<file path="src/rtl/vga_timing_gen.sv">
// Parametrised VGA raster timing generator: registered sync/blank strobes, active coordinates,
// lookahead pixel request and frame/line pulses. Optional colour-bar pattern under VGA_TIMING_PATTERN_EN.
module vga_timing_gen #(
  parameter int H_ACTIVE = 640,
  parameter int H_FP     = 16,
  parameter int H_SYNC   = 96,
  parameter int H_BP     = 48,
  parameter int V_ACTIVE = 480,
  parameter int V_FP     = 10,
  parameter int V_SYNC   = 2,
  parameter int V_BP     = 33,
  parameter int HS_POL   = 0,
  parameter int VS_POL   = 0,
  parameter int CNT_W    = 13,
  parameter int REQ_LEAD = 2
) (
  input  logic             clk,
  input  logic             rstn,
  input  logic             en_i,
  input  logic             pattern_sel_i,
  output logic             hs_no,
  output logic             vs_no,
  output logic             blank_no,
  output logic [CNT_W-1:0] col_o,
  output logic [CNT_W-1:0] row_o,
  output logic             req_o,
  output logic             sof_o,
  output logic             eol_o,
  output logic [7:0]       pat_R_o,
  output logic [7:0]       pat_G_o,
  output logic [7:0]       pat_B_o
);

  localparam logic [CNT_W-1:0] ZERO     = {CNT_W{1'b0}};
  localparam logic [CNT_W-1:0] ONE      = CNT_W'(1);
  localparam logic [CNT_W-1:0] H_ACT    = CNT_W'(H_ACTIVE);
  localparam logic [CNT_W-1:0] H_EOL    = CNT_W'(H_ACTIVE - 1);
  localparam logic [CNT_W-1:0] H_LAST   = CNT_W'(H_ACTIVE + H_FP + H_SYNC + H_BP - 1);
  localparam logic [CNT_W-1:0] HS_START = CNT_W'(H_ACTIVE + H_FP);
  localparam logic [CNT_W-1:0] HS_END   = CNT_W'(H_ACTIVE + H_FP + H_SYNC);
  localparam logic [CNT_W-1:0] V_ACT    = CNT_W'(V_ACTIVE);
  localparam logic [CNT_W-1:0] V_LAST   = CNT_W'(V_ACTIVE + V_FP + V_SYNC + V_BP - 1);
  localparam logic [CNT_W-1:0] VS_START = CNT_W'(V_ACTIVE + V_FP);
  localparam logic [CNT_W-1:0] VS_END   = CNT_W'(V_ACTIVE + V_FP + V_SYNC);
  // REQ_LEAD < H_TOTAL, so advancing (0, V_ACTIVE) never carries into v
  localparam logic [CNT_W-1:0] HQ_RST   = CNT_W'(REQ_LEAD);
  localparam logic             HS_ACT   = 1'(HS_POL);
  localparam logic             VS_ACT   = 1'(VS_POL);

  logic [CNT_W-1:0] h_r, v_r, hq_r, vq_r;
  logic [CNT_W-1:0] h_nxt_s, v_nxt_s, hq_nxt_s, vq_nxt_s;
  logic             active_s, req_s, hs_s, vs_s, sof_s, eol_s;
  logic [7:0]       pat_r_s, pat_g_s, pat_b_s;

  // Next position of the raster counter pair
  always_comb begin
    h_nxt_s = h_r + ONE;
    v_nxt_s = v_r;
    if (h_r == H_LAST) begin
      h_nxt_s = ZERO;
      if (v_r == V_LAST) begin
        v_nxt_s = ZERO;
      end else begin
        v_nxt_s = v_r + ONE;
      end
    end else begin
      h_nxt_s = h_r + ONE;
    end
  end

  // Next position of the lookahead counter pair, running REQ_LEAD clocks ahead
  always_comb begin
    hq_nxt_s = hq_r + ONE;
    vq_nxt_s = vq_r;
    if (hq_r == H_LAST) begin
      hq_nxt_s = ZERO;
      if (vq_r == V_LAST) begin
        vq_nxt_s = ZERO;
      end else begin
        vq_nxt_s = vq_r + ONE;
      end
    end else begin
      hq_nxt_s = hq_r + ONE;
    end
  end

  // Counter registers; reset parks the raster at the start of vertical front porch
  always_ff @(posedge clk or negedge rstn) begin
    if (!rstn) begin
      h_r  <= ZERO;
      v_r  <= V_ACT;
      hq_r <= HQ_RST;
      vq_r <= V_ACT;
    end else if (en_i) begin
      h_r  <= h_nxt_s;
      v_r  <= v_nxt_s;
      hq_r <= hq_nxt_s;
      vq_r <= vq_nxt_s;
    end
  end

  // Strobe decodes of the current counter state
  always_comb begin
    active_s = (h_r < H_ACT) && (v_r < V_ACT);
    req_s    = (hq_r < H_ACT) && (vq_r < V_ACT);
    hs_s     = ((h_r >= HS_START) && (h_r < HS_END)) ? HS_ACT : ~HS_ACT;
    vs_s     = ((v_r >= VS_START) && (v_r < VS_END)) ? VS_ACT : ~VS_ACT;
    sof_s    = (h_r == ZERO) && (v_r == ZERO);
    eol_s    = (h_r == H_EOL) && (v_r < V_ACT);
  end

`ifdef VGA_TIMING_PATTERN_EN
  localparam int               BAR_W_I = (H_ACTIVE / 8 > 0) ? H_ACTIVE / 8 : 1;
  localparam logic [CNT_W-1:0] BAR_W   = CNT_W'(BAR_W_I);
  localparam logic [CNT_W-1:0] BAR_MAX = CNT_W'(7);
  logic [CNT_W-1:0] bar_raw_s;
  logic [2:0]       bar_s;

  // Colour bars: bar index bits pick which channels drop out (white..black order)
  always_comb begin
    bar_raw_s = h_r / BAR_W;
    if (bar_raw_s > BAR_MAX) begin
      bar_s = 3'd7;
    end else begin
      bar_s = bar_raw_s[2:0];
    end
    if (active_s && pattern_sel_i) begin
      pat_r_s = bar_s[1] ? 8'h00 : 8'hFF;
      pat_g_s = bar_s[2] ? 8'h00 : 8'hFF;
      pat_b_s = bar_s[0] ? 8'h00 : 8'hFF;
    end else begin
      pat_r_s = 8'h00;
      pat_g_s = 8'h00;
      pat_b_s = 8'h00;
    end
  end
`else
  logic unused_pattern_sel_s;
  assign unused_pattern_sel_s = pattern_sel_i;

  // Pattern disabled: colour outputs are constant black
  always_comb begin
    pat_r_s = 8'h00;
    pat_g_s = 8'h00;
    pat_b_s = 8'h00;
  end
`endif

  // Output registers; all share the same one-clock latency from the counters
  always_ff @(posedge clk or negedge rstn) begin
    if (!rstn) begin
      hs_no    <= ~HS_ACT;
      vs_no    <= ~VS_ACT;
      blank_no <= 1'b0;
      col_o    <= ZERO;
      row_o    <= ZERO;
      req_o    <= 1'b0;
      sof_o    <= 1'b0;
      eol_o    <= 1'b0;
      pat_R_o  <= 8'h00;
      pat_G_o  <= 8'h00;
      pat_B_o  <= 8'h00;
    end else if (en_i) begin
      hs_no    <= hs_s;
      vs_no    <= vs_s;
      blank_no <= active_s;
      col_o    <= active_s ? h_r : ZERO;
      row_o    <= active_s ? v_r : ZERO;
      req_o    <= req_s;
      sof_o    <= sof_s;
      eol_o    <= eol_s;
      pat_R_o  <= pat_r_s;
      pat_G_o  <= pat_g_s;
      pat_B_o  <= pat_b_s;
    end
  end

endmodule
</file>
<file path="config.mk">
export PLATFORM = sky130hd
export DESIGN_NAME = vga_timing_gen
export DESIGN_NICKNAME = d
export VERILOG_FILES = /design/src/rtl/vga_timing_gen.sv
export SDC_FILE = /design/constraint.sdc
export NUM_CORES = 1
export LEC_CHECK = 0
export ABC_AREA = 1
export CAP_MARGIN = 20
export CORE_MARGIN = 2
export CORE_UTILIZATION = 60
export CTS_CLUSTER_DIAMETER = 30
export DETAILED_ROUTE_END_ITERATION = 10
export MAX_ROUTING_LAYER = met4
export PLACE_DENSITY = 0.95
export SYNTH_ARGS = -nofsm -noshare
export SYNTH_HDL_FRONTEND = slang
export SYNTH_SLANG_ARGS = --single-unit
</file>
<file path="constraint.sdc">
create_clock -name clk -period 4.9 [get_ports clk]
set_clock_uncertainty 0.05 [all_clocks]
set_input_delay 0.735 -clock clk [delete_from_list [all_inputs] [get_ports clk]]
set_output_delay 0.735 -clock clk [all_outputs]
set_load 0.05 [all_outputs]
</file>
==> Word level (Yosys, flattened, before mapping) <==
Index checks and enable logic that the tools add are counted.
Widths: inputs -> output; s select.
{ "word_totals": {"regBits": 84, "wordCells": 47} }
{ "op_classes": {"addsub": 4, "n_lt_le_gt_ge": 8, "n_eq_ne": 5, "mux": 8, "reduce_logical": 10} }
{ "ops": {"columns": ["cell", "count"], "rows": [
  ["$mux 13", 6],
  ["$eq 13x10->1 const B", 5],
  ["$add 13x1->13 const B", 4],
  ["$lt 13x10->1 const B", 3],
  ["$lt 13x9->1 const B", 3],
  ["$logic_not 13->1", 2],
  ["$ge 13x10->1 const B", 1],
  ["$ge 13x9->1 const B", 1],
  ["$logic_and 1x1->1", 6],
  ["$reduce_and 2->1", 2],
  ["$mux 1", 2]
]} }

==> Depth between registers and ports, before layout <==
Gate-level depths: netlist of the first run.
{ "logic_depth": {"ltp_word": 3, "ltp_mapped": 9} }

==> Least setup slack after synthesis of the first run <==
Ideal clock, no wire load.
{ "synth_timing": {"kind": "register -> register", "startpoint": "register hq_r[1]", "endpoint": "register vq_r[0]", "setup_time_ns": 0.118, "arrival_ns": 1.457, "setup_slack_ns": 3.276, "stages_incl_launch_ff": 10, "n_path_buf": 1, "cell_sequence": "dfstp_2 > ha_1 > inv_1 > nor2_4 > inv_1 > nor2_1 > nand3_2 > buf_6 > nand2_1 > o21ai_2"} }
{ "synth_via": {"elab_chain_len": 2} }
{ "synth_lines": {"columns": ["element", "line", "source"], "rows": [
  ["start: declaration", "50", "logic [CNT_W-1:0] h_r, v_r, hq_r, vq_r;"],
  ["start signal: assignment", "97", "hq_r <= hq_nxt_s;"],
  ["$eq 13x10->1", "75", "if (hq_r == H_LAST) begin"],
  ["$reduce_and 2->1 (no source line)", null, null],
  ["end signal: assignment", "98", "vq_r <= vq_nxt_s;"],
  ["end: declaration", "50", null]
]} }
Every way passes these cells.
A chain may end at the register's enable or synchronous reset.

==> impl_metrics.ini, run 1 <==
[clocking]
cts_tree = built
htreeDepth = 3
clockBufferDepth = 2
cts_setup_buffers = 0
cts_hold_buf = 0
cts_resized = 0
clk_latency_ns = 0.36
cts_root_buf = clkbuf_8
cts.clk_slew.worst_paths_ns = 0.09
cts_buffers = 9
clock_sinks = 84

[cells_and_area]
filler_cell_count = 593
antenna_cells = 0
drive_gt1_frac = 0.0884
syn_to_final_growth_pct = 10.4
final_cells = 747
design_area_um2 = 5180
postLayoutCoreUtil = 0.677
layout.nets = 652

[floorplanning]
fp.dieW_um = 92.4
num_rows = 32
start_util = 0.613
boundaryPins = 60
dieArea_um2 = 8540
coreArea_um2 = 7650
dieHeight_um = 92.4

[placed_design]
place_inst = 730
place_area_um2 = 4980
hpwl_mm = 6.91
place_congestion = 0.951
place.port_buffers = 34

[synthesis]
synthDistinctLibCells = 33
synth_flop_cell = dfrtp_1
synth_xor_area_frac = 0.0373
synth-adder-area-share = 0.0213
synth_edf_count = 0
yosysTopAreaCell = dfrtp_1
synthTopCellsByArea = dfrtp_1 39%, nand2_1 13%, dfstp_2 6.2%, nor2_1 5.8%, inv_1 5.2%
ys_seq_area_frac = 0.451
yosysWarnings = 0
avgSynthCellArea_um2 = 7.72
muxShareOfSynthArea = 0
synth_most_common_cell = nand2_1
synth_commonest_cells = 167 x nand2_1, 73 x dfrtp_1, 73 x nor2_1, 65 x inv_1, 46 x nand3_1
syn_inst = 608
ys_seq_elements = 84
synth_top_family_by_area = simple AND/OR/NAND/NOR gates
synth_async_sr_flop_share = 1.00
synth_top_area_frac = 0.389
synth_compound_area_frac = 0.0662
synth-simple-area-share = 0.313
synth_area_um2 = 4690

[critical_path]
worst-path-max-fanout = 32
cp.arrival_ns = 3.10
path_class = in2reg
path_cells = clkdlybuf4s50_1 -> buf_4 -> inv_2 -> nor2_1 -> nand3_1 -> o21ai_0
required_ns = 5.10
worstSetupStartpointType = input port
worst_setup_path_end_kind = register
crit_path_top_delay_cell = nand3_1
slowest_delay_ns = 0.53

[power]
p_comb_frac = 0.273
switching_power_uw = 710
leakagePower_nw = 2.39
switching_share = 0.387
power_frac_seq = 0.484
power.density_nw_per_um2 = 354
ir_drop_mv = 0.192
clockPowerShare = 0.243
p_int_mw = 1.12
finalPower_mw = 1.83

[route]
drc = 0
wl_mm = 9.84
avgRoutedWirePerCell_um = 13.2
viasPerCell = 5.38
initialDrtViolationCount = 251
ant_nets = 0
drtPass1Iterations = 5
vias = 4019

[timing]
finalSetupTns_ns = 0
fmaxAchievable_mhz = 346
timing.final.crit_period_ns = 2.89
setup_viol = 0
relSlewSlack = 0.535
hold_violations = 0
finalCritPeriodShare = 0.590
drv_slew = 0
tightest_slew_ns = 0.695
rsz0062_at_grt = no

[global_routing]
antenna_found_initial = 0
grt_start_max_net_pins = 85
grt_pass1_vias = 3769
overflow = 0
grt_pass1_wl_mm = 16.8
gr-usage-all-layers = 0.252

[status]
status = complete, no violations

[job]
max_cap_viol_count = 0

[hold_path]
min_path_type = in2async
-- critical path, delay by kind of cell --
| kind | cells | cell delay [ns] |
|---|---|---|
| and+or+nand+nor | 2 | 0.79 |
| buffers and inverters | 3 | 1.13 |
| AOI/OAI and AO/OA | 1 | 0.41 |
-- logic make-up (layout without fill, tap and decap cells) --
logic type               Yosys count  in the layout
adder cells (fa/ha/maj)            8              8
XOR/XNOR                          20             20
other                              1             24
buffers and inverters            105            119
flip-flops                        84             84
AND/OR/NAND/NOR                  335            335
AO/OA/AOI/OAI                     55             55
-- layout make-up --
type / count / area [µm²] / area share
multi-input combinational: 442 / 2140 / 0.414
sequential: 84 / 2120 / 0.408
timing repair buffer: 36 / 373 / 0.0720
inverter: 67 / 251 / 0.0486
clock buffer: 11 / 141 / 0.0273
tap: 102 / 128 / 0.0246
clock inverter: 5 / 27.5 / 0.00531
-- metrics by stage --
| step | hold WS (ns) | setup WS, ns |
|---|---|---|
| finish | 0.256 | 2.01 |
| global route | 0.279 | 1.79 |
| CTS | 0.438 | 2.01 |
| detailed placement | 0.415 | 1.65 |
| global placement | 0.418 | 1.81 |
| floorplan | 0.389 | 3.28 |
-- cell usage in the layout, fill, tap and decap left out --
cell type        instances
a21oi_1                  3
a31oi_1                  1
a41oi_1                  1
and3_1                   1
buf_16                   1
buf_4                    2
clkbuf_1                 1
clkbuf_8                10
clkdlybuf4s50_1         33
clkinv_2                 4
clkinvlp_4               1
conb_1                  24
dfrtp_1                 73
dfstp_2                 11
ha_1                     8
inv_1                   65
inv_2                    2
nand2_1                167
nand2_2                  4
nand3_1                 46
nand3_2                  3
nand3b_1                 1
nand4_1                 14
nor2_1                  73
nor2_4                   2
nor3_1                  12
nor3_2                   6
nor4_1                   3
o21ai_0                 31
o21ai_1                 11
o21ai_2                  8
or2_2                    3
xnor2_1                  4
xor2_1                  16
-- flip-flops by register name (all words and copies together) (netlist names) --
| register | cells |
|---|---|
| blank_no | 1 |
| col_o | 13 |
| eol_o | 1 |
| h_r | 13 |
| hq_r | 13 |
| hs_no | 1 |
| req_o | 1 |
| row_o | 13 |
| sof_o | 1 |
| v_r | 13 |
| vq_r | 13 |
| vs_no | 1 |
-- per-layer routing --
| metal | GRT usage | share of wire | vias to the layer above |
|---|---|---|---|
| met5 | - | 0 | - |
| met4 | 0.106 | 0.020 | 0 |
| met3 | 0.0423 | 0.058 | 19 |
| met2 | 0.411 | 0.50 | 164 |
| met1 | 0.315 | 0.43 | 1891 |
| li1 | - | - | 1945 |
-- power groups by stage --
stage / combinational (mW) / clock [mW] / sequential (mW)
floorplan: 0.282 / 0 / 0.974
global placement: 0.474 / 0 / 0.890
detailed placement: 0.495 / 0 / 0.897
CTS: 0.498 / 0.450 / 0.884
global route: 0.545 / 0.480 / 0.900
finish: 0.500 / 0.445 / 0.888
-- final timing paths --
kind,end,startpoint,slack [ns],cells after the start
min in group clk,blank_no$_DFFE_PN0P_,blank_no$_DFFE_PN0P_,0.43,2
max reg2reg,vq_r[11]$_DFFE_PN0P_,hq_r[1]$_DFFE_PN1P_,2.68,9
min,vq_r[4]$_DFFE_PN0P_,rstn,0.26,1
max in group asynchronous,vq_r[7]$_DFFE_PN1P_,rstn,3.90,2
min reg2reg,blank_no$_DFFE_PN0P_,blank_no$_DFFE_PN0P_,0.43,2
max,row_o[5]$_DFFE_PN0P_,en_i,2.01,6
Note: power is estimated with default switching activity, not from simulation.
==> run 2: changes to the inputs <==
CORE_UTILIZATION = 56   (was 60)
PLACE_DENSITY = 0.9   (was 0.95)
clock period = 2.8 ns   (was 4.9 ns; I/O delays follow)
==> run 2 against run 1 <==
  * Non-clock buffer count up 2
  * Cell count up 0.67%
  * Utilization down 3.9 points
  * Critical endpoint is now vs_no
  * Largest cell class unchanged
==> impl_metrics.ini, run 2 (synthesis results as in run 1) <==
[critical_path]
cp.arrival_ns = 1.73
crit_buf_inv = 1
r2r_slack_ns = 0.67
crit_path_top_delay_cell = clkdlybuf4s50_1
worstSetupStartpointType = register
cp_top_family = buffers and inverters
worst_setup_path_end_kind = primary output
path_cells = clkdlybuf4s50_1
required_ns = 2.33
path_class = reg2out
slowest_delay_ns = 0.81
worst-path-max-fanout = 2

[timing]
holdWs_ns = 0.0224
setup_viol = 0
finalCritPeriodShare = 0.787
fin_ws_ns = 0.597
finalSetupTns_ns = 0
fmaxAchievable_mhz = 454
hold_violations = 0
rsz0062_at_grt = no
timing.final.crit_period_ns = 2.20
relSlewSlack = 0.505
tightest_slew_ns = 0.740
drv_slew = 0

[power]
ir_drop_mv = 0.299
power.density_nw_per_um2 = 634
finalPower_mw = 3.31
leakagePower_nw = 2.41

[global_routing]
overflow = 0
antenna_found_initial = 0
grt_pass1_vias = 3738
grt_pass1_wl_mm = 17.0
gr-usage-all-layers = 0.243
grt_start_max_net_pins = 85

[placed_design]
place_area_um2 = 5020
place_congestion = 0.941
place_inst = 736
hpwl_mm = 7.06
place_ws_ns = 0.272
place.port_buffers = 34

[cells_and_area]
drive_gt1_frac = 0.0927
postLayoutCoreUtil = 0.639
design_area_um2 = 5220
final_cells = 752
filler_cell_count = 666
most-common-layout-cells = 167 x nand2_1, 73 x nor2_1, 73 x dfrtp_1
layout.nets = 654
syn_to_final_growth_pct = 11.3
layout_commonest_cell = nand2_1
antenna_cells = 0

[clocking]
clockBufferDepth = 2
cts_setup_buffers = 0
cts_tree = built
clock_sinks = 84
cts.clk_slew.worst_paths_ns = 0.09
cts_resized = 0
cts_hold_buf = 0
htreeDepth = 3
clk_latency_ns = 0.36
cts_root_buf = clkbuf_8
cts_buffers = 9

[route]
viasPerCell = 5.35
avgRoutedWirePerCell_um = 13.4
initialDrtViolationCount = 352
ant_nets = 0
drc = 0
drtPass1Iterations = 4
wl_mm = 10.1
vias = 4026

[floorplanning]
start_util = 0.574
num_rows = 33
dieArea_um2 = 9120
dieHeight_um = 95.5
boundaryPins = 60
coreArea_um2 = 8180
fp.dieW_um = 95.5

[job]
max_cap_viol_count = 0

[status]
status = complete, no violations

[hold_path]
min_path_type = in2async
==> run 2: cell types whose count changed in the layout (fill, tap and decap cells not counted) <==
cell,previous run,this run
buf_16,1,0
clkinv_2,4,2
clkbuf_8,10,9
clkinv_4,0,1
buf_12,0,1
inv_6,0,2
buf_4,2,4
bufinv_16,0,1
clkbuf_1,1,0
==> run 2: power by group <==
part,internal [mW],total (mW),switching [mW]
Combinational,0.251,0.869,0.618
Clock,0.417,0.887,0.470
Sequential,1.37,1.55,0.180
Total,2.04,3.31,1.27
==> run 2: per-layer routing <==
metal	vias up	track usage	wire length, µm
met5	-	-	0
met4	0	0.0786	222
met3	21	0.0458	606
met2	171	0.390	4850
met1	1888	0.313	4400
li1	1946	-	-
==> run 2: worst paths after layout <==
path / startpoint / to / cells past startpoint
max: vs_no$_DFFE_PN1P_ / vs_no / 1
min: rstn / vq_r[10]$_DFFE_PN0P_ / 2
max reg2reg: hq_r[1]$_DFFE_PN1P_ / vq_r[2]$_DFFE_PN0P_ / 9
min reg2reg: hq_r[1]$_DFFE_PN1P_ / hq_r[1]$_DFFE_PN1P_ / 2
max in group asynchronous: rstn / vs_no$_DFFE_PN1P_ / 2
min in group clk: hq_r[1]$_DFFE_PN1P_ / hq_r[1]$_DFFE_PN1P_ / 2
==> run 2: cell type report <==
| type | count | area, µm² | share of cell area |
|---|---|---|---|
| multi-input combinational | 442 | 2140 | 0.411 |
| sequential | 84 | 2120 | 0.405 |
| timing repair buffer | 38 | 380 | 0.0729 |
| inverter | 67 | 251 | 0.0482 |
| tap | 105 | 131 | 0.0252 |
| clock buffer | 9 | 124 | 0.0237 |
| clock inverter | 7 | 73.8 | 0.0141 |
==> run 3: changes to the inputs <==
CORE_UTILIZATION = 50   (was 56)
PLACE_DENSITY = 0.85   (was 0.9)
clock period = 2 ns   (was 2.8 ns; I/O delays follow)
==> run 3 against run 2 <==
  * Via count down 1.7%
  * Sequential power up 40%
  * Hold slack better by 0.40 ns
  * Cell count up 1.9%
  * Critical path depth unchanged
  * Power up 43%
  * Sequential share of layout area down 0.85 points
  * Flip-flop and latch count unchanged
  * Utilization down 5.6 points
  * Combinational power up 43%
  * Cell area up 2.1%
  * Highest routed layer unchanged
==> impl_metrics.ini, run 3 (synthesis results as in run 1) <==
[clocking]
cts_tree = built
cts_setup_buffers = 0
cts.clk_slew.worst_paths_ns = 0.08
clk_latency_ns = 0.36
clockBufferDepth = 2
cts_root_buf = clkbuf_8
htreeDepth = 3
clock_sinks = 84
cts_buffers = 9
cts_resized = 0

[critical_path]
reg2reg_from = hq_r[1]$_DFFE_PN1P_
cp.arrival_ns = 1.57
slowest_delay_ns = 0.82
crit_buf_inv = 1
worst-path-max-fanout = 2
rr_worst_depth = 10
r2r-end = vq_r[2]$_DFFE_PN0P_
path_class = reg2out
crit_start = col_o[2]$_DFFE_PN0P_
worstSetupStartpointType = register
required_ns = 1.65
crit_end = col_o[2]
r2r_slack_ns = 0.16
cp_top_family = buffers and inverters
worst_setup_path_end_kind = primary output
path_depth = 1
path_cells = clkdlybuf4s50_1
crit_path_top_delay_cell = clkdlybuf4s50_1

[floorplanning]
dieArea_um2 = 10200
coreArea_um2 = 9150
num_rows = 35
fp.dieW_um = 101
start_util = 0.513
dieHeight_um = 101
boundaryPins = 60

[power]
leakagePower_nw = 2.47
ir_drop_mv = 0.722
finalPower_mw = 4.74
power.density_nw_per_um2 = 889

[route]
vias = 3959
drc = 0
ant_nets = 0
avgRoutedWirePerCell_um = 12.8
wl_mm = 9.77
viasPerCell = 5.17
drtPass1Iterations = 4
initialDrtViolationCount = 206

[global_routing]
grt_start_max_net_pins = 42
antenna_found_initial = 0
grt_pass1_wl_mm = 16.7
gr-usage-all-layers = 0.213
overflow = 0
grt_pass1_vias = 3726

[timing]
timing.final.crit_period_ns = 1.92
fin_ws_ns = 0.0774
hold_violations = 0
tightest_slew_ns = 0.539
setup_viol = 0
rsz0062_at_grt = no
finalSetupTns_ns = 0
relSlewSlack = 0.639
fmaxAchievable_mhz = 520
finalCritPeriodShare = 0.961
drv_slew = 0

[cells_and_area]
drive_gt1_frac = 0.102
seqCellArea_um2 = 2120
final_cells = 766
most-common-layout-cells = 167 x nand2_1, 73 x nor2_1, 73 x dfrtp_1
multiInputGateArea_um2 = 2140
filler_cell_count = 811
antenna_cells = 0
layout_commonest_cell = nand2_1
syn_to_final_growth_pct = 13.7
layout.nets = 662

[placed_design]
place_inst = 749
hpwl_mm = 7.16
place.port_buffers = 34
place_ws_ns = 0.0755
place_congestion = 0.907

[status]
status = complete, no violations

[job]
max_cap_viol_count = 0

[hold_path]
min_path_type = in2async
## run 3: cell types whose count changed in the layout (fill, tap and decap cells not counted), sizes merged
cell	before	now
dlygate4sd3	0	1
clkdlybuf4s50	33	31
clkinvlp	1	0
inv	69	67
clkinv	3	2
buf	5	14
bufinv	1	2
clkbuf	9	12
## run 3: layer usage
| layer | vias up | global-route usage | share of wire |
|---|---|---|---|
| met4 | 0 | 0.0927 | 0.020 |
| met2 | 98 | 0.339 | 0.48 |
| li1 | 1964 | - | - |
| met3 | 19 | 0.0333 | 0.038 |
| met1 | 1878 | 0.270 | 0.46 |
| met5 | - | - | 0 |
## run 3: how the worst min path moves through the flow
stage,from,end,slack (ns),cells past startpoint
3_3_place_gp,rstn,row_o[7]$_DFFE_PN0P_,0.27,1
3_5_place_dp,rstn,vq_r[12]$_DFFE_PN0P_,0.29,1
4_1_cts,rstn,vq_r[12]$_DFFE_PN0P_,0.44,2
2_1_floorplan,rstn,blank_no$_DFFE_PN0P_,-0.05,0
6_report,rstn,row_o[8]$_DFFE_PN0P_,0.42,2
5_1_grt,hq_r[1]$_DFFE_PN1P_,hq_r[1]$_DFFE_PN1P_,0.45,2
## run 3: through the flow
step,area [µm²],util,hold slack (ns)
after CTS,5330,0.583,0.439
after floorplan,4780,-,-0.0456
after detailed placement,5100,0.557,0.288
after global routing,5330,0.583,0.455
final,5330,0.583,0.424
after global placement,5100,0.557,0.270
## run 3: power by group
group	internal, mW	switching (mW)	total [mW]
combinational	0.367	0.868	1.24
clock	0.739	0.596	1.34
sequential	1.92	0.245	2.17
## run 3: timing repair
action / 4_1_cts / 5_1_grt
setup endpoints to repair: 0 / 0
endpoints found under the hold margin: 31 / 0
hold buffers: 1 / 0
## run 3: area by class of cell
type,count,share of cell area
Sequential cell,84,0.397
Inverter,67,0.0472
Clock buffer,12,0.0272
Clock inverter,4,0.0138
Tap cell,111,0.0261
Timing Repair Buffer,46,0.0868
Multi-Input combinational cell,442,0.402
